## src/rtl/dio_pkg.sv

```systemverilog
// rtl/dio_pkg.sv - shared types and constants for the HPS-to-SDRAM download loader
package dio_pkg;

  typedef enum logic [1:0] {
    ST_IDLE  = 2'd0,
    ST_ARMED = 2'd1,
    ST_WRITE = 2'd2
  } wr_state_t;

  // End-of-download result waiting for the write path to drain.
  typedef struct packed {
    logic        pend;
    logic [7:0]  idx;
    logic [23:0] size;
  } fin_t;

  typedef struct packed {
    logic [20:0] addr;
    logic [15:0] data;
  } fifo_entry_t;

  localparam int          ENTRY_W       = 37;
  localparam logic [20:0] ROM_BASE_DEF  = 21'h000000;
  localparam logic [20:0] DSK0_BASE_DEF = 21'h080000;
  localparam logic [20:0] DSK1_BASE_DEF = 21'h100000;
  localparam logic [23:0] DSK_DS_WORDS  = 24'd409600;
  localparam logic [23:0] DSK_SS_WORDS  = 24'd204800;

endpackage

```

## src/rtl/dio_word_fifo.sv

```systemverilog
// rtl/dio_word_fifo.sv - synchronous word FIFO with occupancy count
module dio_word_fifo #(
  parameter int DEPTH = 4,
  parameter int W     = 37
) (
  input  logic                       clk_sys,
  input  logic                       n_reset,
  input  logic                       push,
  input  logic                       pop,
  input  logic [W-1:0]               din,
  output logic [W-1:0]               dout,
  output logic [$clog2(DEPTH):0]     count,
  output logic                       overflow
);
  localparam int             AW       = $clog2(DEPTH);
  localparam logic [AW:0]    FULL_CNT = (AW+1)'(DEPTH);
  localparam logic [AW:0]    CNT_ONE  = (AW+1)'(1);
  localparam logic [AW-1:0]  PTR_ONE  = AW'(1);

  logic [W-1:0]  mem [DEPTH];
  logic [AW-1:0] wr_ptr_q, wr_ptr_d, rd_ptr_q, rd_ptr_d;
  logic [AW:0]   count_q, count_d;
  logic          do_push, do_pop;

  always_comb begin
    do_pop   = pop && (count_q != '0);
    // A simultaneous pop frees the slot the push needs.
    do_push  = push && ((count_q != FULL_CNT) || do_pop);
    overflow = push && !do_push;
    wr_ptr_d = do_push ? wr_ptr_q + PTR_ONE : wr_ptr_q;
    rd_ptr_d = do_pop ? rd_ptr_q + PTR_ONE : rd_ptr_q;
    count_d  = count_q;
    if (do_push && !do_pop) count_d = count_q + CNT_ONE;
    else if (do_pop && !do_push) count_d = count_q - CNT_ONE;
  end

  always_ff @(posedge clk_sys) begin
    if (!n_reset) begin
      wr_ptr_q <= '0;
      rd_ptr_q <= '0;
      count_q  <= '0;
    end else begin
      wr_ptr_q <= wr_ptr_d;
      rd_ptr_q <= rd_ptr_d;
      count_q  <= count_d;
    end
  end

  always_ff @(posedge clk_sys) begin
    if (do_push) mem[wr_ptr_q] <= din;
  end

  assign dout  = mem[rd_ptr_q];
  assign count = count_q;

endmodule

```

## src/rtl/dio_sdram_loader.sv

```systemverilog
// rtl/dio_sdram_loader.sv - packs ioctl bytes into words and writes them to SDRAM in granted slots
// Optional running checksum of written words: define DIO_CHECKSUM_EN.
module dio_sdram_loader
  import dio_pkg::*;
#(
  parameter int          DEPTH     = 4,
  parameter logic [20:0] ROM_BASE  = ROM_BASE_DEF,
  parameter logic [20:0] DSK0_BASE = DSK0_BASE_DEF,
  parameter logic [20:0] DSK1_BASE = DSK1_BASE_DEF
) (
  input  logic        clk_sys,
  input  logic        n_reset,
  input  logic        ioctl_download,
  input  logic [7:0]  ioctl_index,
  input  logic        ioctl_wr,
  input  logic [24:0] ioctl_addr,
  input  logic [7:0]  ioctl_dout,
  output logic        ioctl_wait,
  input  logic        slot,
  output logic        dl_cycle,
  output logic [24:0] sdram_addr,
  output logic [15:0] sdram_din,
  output logic        sdram_we,
  input  logic [1:0]  disk_eject,
  output logic [1:0]  dsk_ds,
  output logic [1:0]  dsk_ss,
  output logic        rom_loaded
`ifdef DIO_CHECKSUM_EN
  ,
  output logic [15:0] checksum
`endif
);
  localparam int          AW       = $clog2(DEPTH);
  localparam logic [AW:0] WAIT_CNT = (AW+1)'(DEPTH-1);

  function automatic logic [20:0] base_for(input logic [7:0] idx);
    if (idx == 8'd0) return ROM_BASE;
    if (idx == 8'd1) return DSK0_BASE;
    return DSK1_BASE;
  endfunction

  wr_state_t   state_q, state_d;
  fin_t        fin_q, fin_d;
  fifo_entry_t push_entry, head;
  logic [ENTRY_W-1:0] fifo_dout;
  logic [AW:0] count;
  logic        push, pop, fifo_ovf, busy, dl_fall, dl_rise, apply;
  logic        dl_prev_q, dl_prev_d, hi_pend_q, hi_pend_d, wait_q, wait_d;
  logic        we_q, we_d, rom_q, rom_d, ovf_q, ovf_d;
  logic [7:0]  hi_q, hi_d;
  logic [20:0] hi_waddr_q, hi_waddr_d;
  logic [24:0] addr_q, addr_d;
  logic [15:0] din_q, din_d;
  logic [1:0]  ds_q, ds_d, ss_q, ss_d;

  dio_word_fifo #(.DEPTH(DEPTH), .W(ENTRY_W)) u_fifo (
    .clk_sys  (clk_sys),
    .n_reset  (n_reset),
    .push     (push),
    .pop      (pop),
    .din      (push_entry),
    .dout     (fifo_dout),
    .count    (count),
    .overflow (fifo_ovf)
  );

  assign head = fifo_entry_t'(fifo_dout);

  always_comb begin
    dl_prev_d  = ioctl_download;
    dl_fall    = dl_prev_q && !ioctl_download;
    dl_rise    = !dl_prev_q && ioctl_download;
    hi_d       = hi_q;
    hi_pend_d  = hi_pend_q;
    hi_waddr_d = hi_waddr_q;
    push       = 1'b0;
    push_entry = '0;
    if (ioctl_wr && !ioctl_addr[0]) begin
      hi_d       = ioctl_dout;
      hi_pend_d  = 1'b1;
      hi_waddr_d = ioctl_addr[21:1];
    end else if (ioctl_wr) begin
      push            = 1'b1;
      hi_pend_d       = 1'b0;
      push_entry.addr = base_for(ioctl_index) + ioctl_addr[21:1];
      push_entry.data = {hi_q, ioctl_dout};
    end else if (dl_fall && hi_pend_q) begin
      // Odd-length image: pad the dangling high byte.
      push            = 1'b1;
      hi_pend_d       = 1'b0;
      push_entry.addr = base_for(ioctl_index) + hi_waddr_q;
      push_entry.data = {hi_q, 8'hFF};
    end
    ovf_d  = ovf_q | fifo_ovf;
    wait_d = (count >= WAIT_CNT);
  end

  always_comb begin
    state_d = state_q;
    addr_d  = addr_q;
    din_d   = din_q;
    we_d    = we_q;
    pop     = 1'b0;
    case (state_q)
      ST_IDLE: if (count != '0) begin
        addr_d  = {4'b0001, head.addr};
        din_d   = head.data;
        state_d = ST_ARMED;
      end
      ST_ARMED: if (slot) begin
        we_d    = 1'b1;
        state_d = ST_WRITE;
      end
      ST_WRITE: if (!slot) begin
        we_d    = 1'b0;
        pop     = 1'b1;
        state_d = ST_IDLE;
      end
      default: state_d = ST_IDLE;
    endcase
  end

  always_comb begin
    apply = fin_q.pend && (count == '0) && (state_q == ST_IDLE);
    fin_d = fin_q;
    if (apply) fin_d.pend = 1'b0;
    if (dl_fall) fin_d = '{pend: 1'b1, idx: ioctl_index, size: ioctl_addr[24:1]};
    ds_d  = ds_q;
    ss_d  = ss_q;
    rom_d = rom_q;
    if (apply) begin
      case (fin_q.idx)
        8'd0: rom_d = 1'b1;
        8'd1: begin
          ds_d[0] = (fin_q.size == DSK_DS_WORDS);
          ss_d[0] = (fin_q.size == DSK_SS_WORDS);
        end
        8'd2: begin
          ds_d[1] = (fin_q.size == DSK_DS_WORDS);
          ss_d[1] = (fin_q.size == DSK_SS_WORDS);
        end
        default: ;
      endcase
    end
    // Eject is applied last so it wins over a same-cycle result.
    ds_d = ds_d & ~disk_eject;
    ss_d = ss_d & ~disk_eject;
  end

  always_ff @(posedge clk_sys) begin
    if (!n_reset) begin
      state_q    <= ST_IDLE;
      fin_q      <= '0;
      dl_prev_q  <= 1'b0;
      hi_q       <= '0;
      hi_pend_q  <= 1'b0;
      hi_waddr_q <= '0;
      wait_q     <= 1'b0;
      we_q       <= 1'b0;
      addr_q     <= '0;
      din_q      <= '0;
      ds_q       <= '0;
      ss_q       <= '0;
      rom_q      <= 1'b0;
      ovf_q      <= 1'b0;
    end else begin
      state_q    <= state_d;
      fin_q      <= fin_d;
      dl_prev_q  <= dl_prev_d;
      hi_q       <= hi_d;
      hi_pend_q  <= hi_pend_d;
      hi_waddr_q <= hi_waddr_d;
      wait_q     <= wait_d;
      we_q       <= we_d;
      addr_q     <= addr_d;
      din_q      <= din_d;
      ds_q       <= ds_d;
      ss_q       <= ss_d;
      rom_q      <= rom_d;
      ovf_q      <= ovf_d;
    end
  end

  always_ff @(posedge clk_sys) begin
    if (n_reset) assert (!ovf_q);
  end

`ifdef DIO_CHECKSUM_EN
  logic [15:0] csum_q, csum_d;

  always_comb begin
    csum_d = csum_q;
    if (pop) csum_d = csum_q + din_q;
    if (dl_rise) csum_d = '0;
  end

  always_ff @(posedge clk_sys) begin
    if (!n_reset) csum_q <= '0;
    else csum_q <= csum_d;
  end

  assign checksum = csum_q;
`endif

  assign busy       = ioctl_download || (count != '0) || (state_q != ST_IDLE);
  assign dl_cycle   = n_reset && busy && slot;
  assign ioctl_wait = wait_q;
  assign sdram_we   = we_q;
  assign sdram_addr = addr_q;
  assign sdram_din  = din_q;
  assign dsk_ds     = ds_q;
  assign dsk_ss     = ss_q;
  assign rom_loaded = rom_q;

endmodule

```

## config.mk

```make
export PLATFORM = sky130hd
export DESIGN_NAME = dio_sdram_loader
export DESIGN_NICKNAME = d
export VERILOG_FILES = /design/src/rtl/dio_pkg.sv /design/src/rtl/dio_word_fifo.sv /design/src/rtl/dio_sdram_loader.sv
export SDC_FILE = /design/constraint.sdc
export NUM_CORES = 1
export LEC_CHECK = 0
export CAP_MARGIN = 15
export CELL_PAD_IN_SITES_DETAIL_PLACEMENT = 0
export CELL_PAD_IN_SITES_GLOBAL_PLACEMENT = 2
export CORE_MARGIN = 5
export CORE_UTILIZATION = 43
export DETAILED_ROUTE_END_ITERATION = 12
export PLACE_DENSITY_LB_ADDON = 0.1
export REMOVE_ABC_BUFFERS = 1
export SLEW_MARGIN = 5
export SYNTH_ARGS = -nofsm -noshare
export SYNTH_HDL_FRONTEND = slang
export SYNTH_SLANG_ARGS = --single-unit
```

## constraint.sdc

```tcl
create_clock -name clk_sys -period 7.37 [get_ports clk_sys]
set_input_delay 1.474 -clock clk_sys [delete_from_list [all_inputs] [get_ports clk_sys]]
set_output_delay 1.474 -clock clk_sys [all_outputs]
set_load 0.005 [all_outputs]
```

==> metrics.txt <==
status=completed; Nets=943; CTS Buf Count=28; ant diodes=0; Final setup violation count=0; Crit path max-delay family=buffers and inverters; Netlist cell types=50; Layout Cells excl Fill=1233; Tot GR Track Use=0.163; post-synth top area cell=edfxtp_1; Yosys top cell area share=0.422; RSZ-0062 raised after global routing=no; gp weighted congestion=0.715; Tightest Hold Check Type=reg2reg; Vias/cell=5.12; CP arrival=2.79 ns; Reg clk slew, reported paths=0.06 ns; vias in the first global route=6640; reg-to-reg setup timing slack=around 4.8 ns; syn avg cell area=about 13 um2; largest net degree at the start of global routing=115; CTS tree=done; synth warn=0; via count=6316; Pint=2.62 mW; post-synthesis register bit count=between 200 and 300; drt first pass iters=7; Slew @ Worst Pin=1.09 ns; Clock Path Buffers=3; antenna violations before repair=0; final worst-path cycle share=0.578; clock sink count=266; Worst VDD drop=around 0.14 mV; Post-Place Cells=roughly 1200; first-pass GRT wire length=approximately 36000 um; Final Critical Period=4.26 ns; CTS H-tree depth=1; synth top area cells=edfxtp_1 (42%), dfxtp_1 (22%), mux4_2 (7.9%); die width=166 um; Synth Flop Type=edfxtp_1; post-CTS resize count=0; Post-synth EDFFs=148; Initial Util=0.435; dpl hpwl=~13000 um; part of the power in registers=0.495; sequential share of the synthesized area=0.647; Clock Skew=0.00813 ns; clock share of power=0.397; Post-CTS Hold Buffers=0; die area=27700 um2; post-CTS setup buffers=0; worst relative slew slack=0.271; pre-CTS setup slack=3.08 ns; PortBufs=93; Slew Limit Fails=0; pwr/cell area=270 nW/um2; latest clock arrival within the worst-skew pair=0.53 ns; Switching Fraction=0.229; Die Ht=between 150 and 200 um; final WL=approximately 23000 um; Hold WS=0.451 ns; switching pwr=0.780 mW; Remaining DRCs=0; CP dominant cell by count=clkdlybuf4s50_1; commonest non-fill, non-tap cells in the layout=nand2_1 (205), edfxtp_1 (148), dfxtp_1 (116); clock root cell=clkbuf_16; 1st-iter DRT viols=322; Synth async-reset ratio=0; Setup crit end kind=output pin; final antenna-violating net count=0; Total Neg Setup Slack=0 ns; Critical Path RT=roughly 5.9 ns; CP Max Fanout=5; core footprint=24200 um2; combinational power share=0.108; share of layout cells above drive strength 1=0.114; Critical Setup Path Class=in2out; Worst Setup Start Kind=input pin; leakage power=roughly 4.2 nW; Cells after Synth=approximately 810; Fin. Hold Viols=0; Max Clk Rate=235 MHz; Rows=between 50 and 60; commonest non-fill, non-tap cell in the layout=nand2_1; Core Util, Final=0.520; Post-Syn Area=10500 um2; Max-Cap Viols=0; Worst path max stage delay=0.59 ns; CP Cell Sequence=clkdlybuf4s50_1 > nand2_1 > nor2_1 > clkdlybuf4s50_1; WL per Instance=roughly 18 um; final setup margin=3.11 ns; area delta synth->final=19.6%; Critical-path top delay cell=clkdlybuf4s50_1; GRT overflow=0; CP Buf/Inv Count=2; I/O pin total=a little under 100
## power groups by stage
| stage | logic (mW) | clock network [mW] | registers [mW] |
|---|---|---|---|
| 3_3_place_gp | 0.369 | 0 | 1.71 |
| 3_5_place_dp | 0.379 | 0 | 1.72 |
| 4_1_cts | 0.380 | 1.39 | 1.69 |
| 2_1_floorplan | 0.177 | 0 | 1.71 |
| 6_report | 0.366 | 1.35 | 1.68 |
| 5_1_grt | 0.409 | 1.46 | 1.69 |
## registers in the layout (all words and copies together), names as in the netlist, 2 cells and up
signal / flops
fin_q: 33
state_q: 2
u_fifo.count: 3
hi_q: 8
u_fifo.wr_ptr_q: 2
dsk_ss: 2
u_fifo.rd_ptr_q: 2
dsk_ds: 2
sdram_din: 16
u_fifo.mem: 148
hi_waddr_q: 21
sdram_addr: 22
## worst min-delay path, stage by stage, from the launching register on
cell,delay [ns]
dfxtp_1,0.31
nand2_1,0.05
a21boi_1,0.05
## kinds of logic after synthesis
group           share of synthesized area
simple gates                        0.122
flops                               0.647
compound gates                      0.101
buf+inv                            0.0285
mux                                0.0830
xor+xnor                          0.00749
fa+ha+maj                          0.0102
other cells                      0.000356
## final cells by class
class                           count  area [um2]
Clock buffer                       42         826
Sequential cell                   266        6810
Inverter                           11        41.3
Timing Repair Buffer              100         978
Clock inverter                     10        73.8
Tap cell                          324         405
Multi-Input combinational cell    480        3450
Fill cell                        2065       11600
## layer usage
metal | global-route usage | share of wire
met5 | 0 | 0
met4 | 0.0327 | 0.012
met3 | 0.0280 | 0.054
met2 | 0.294 | 0.51
met1 | 0.209 | 0.42
## stage by stage
stage               total power [mW]  cell area (um2)
CTS                             3.45            12600
finish                          3.40            12600
detailed placement              2.10            11700
global placement                2.08            11700
floorplan                       1.89            10300
global route                    3.56            12600
## synth_stat cells (7+ instances only)
cell,n
a21boi_0,81
edfxtp_1,148
inv_1,11
ha_1,7
nand2_1,205
a21oi_1,13
clkbuf_1,27
nor2b_1,16
buf_2,15
a22o_1,19
a21boi_1,18
and2_1,8
mux4_2,37
dfxtp_1,118
nor2_1,8
## path summary, 6_finish.rpt
kind                  startpoint              end  cells after the start
setup / recovery            slot         dl_cycle                      4
hold / removal    sdram_addr[16]   sdram_addr[16]                      2
setup reg to reg      state_q[1]  u_fifo.count[2]                      8
hold reg to reg   sdram_addr[16]   sdram_addr[16]                      2
(Power assumes the default switching activity.)
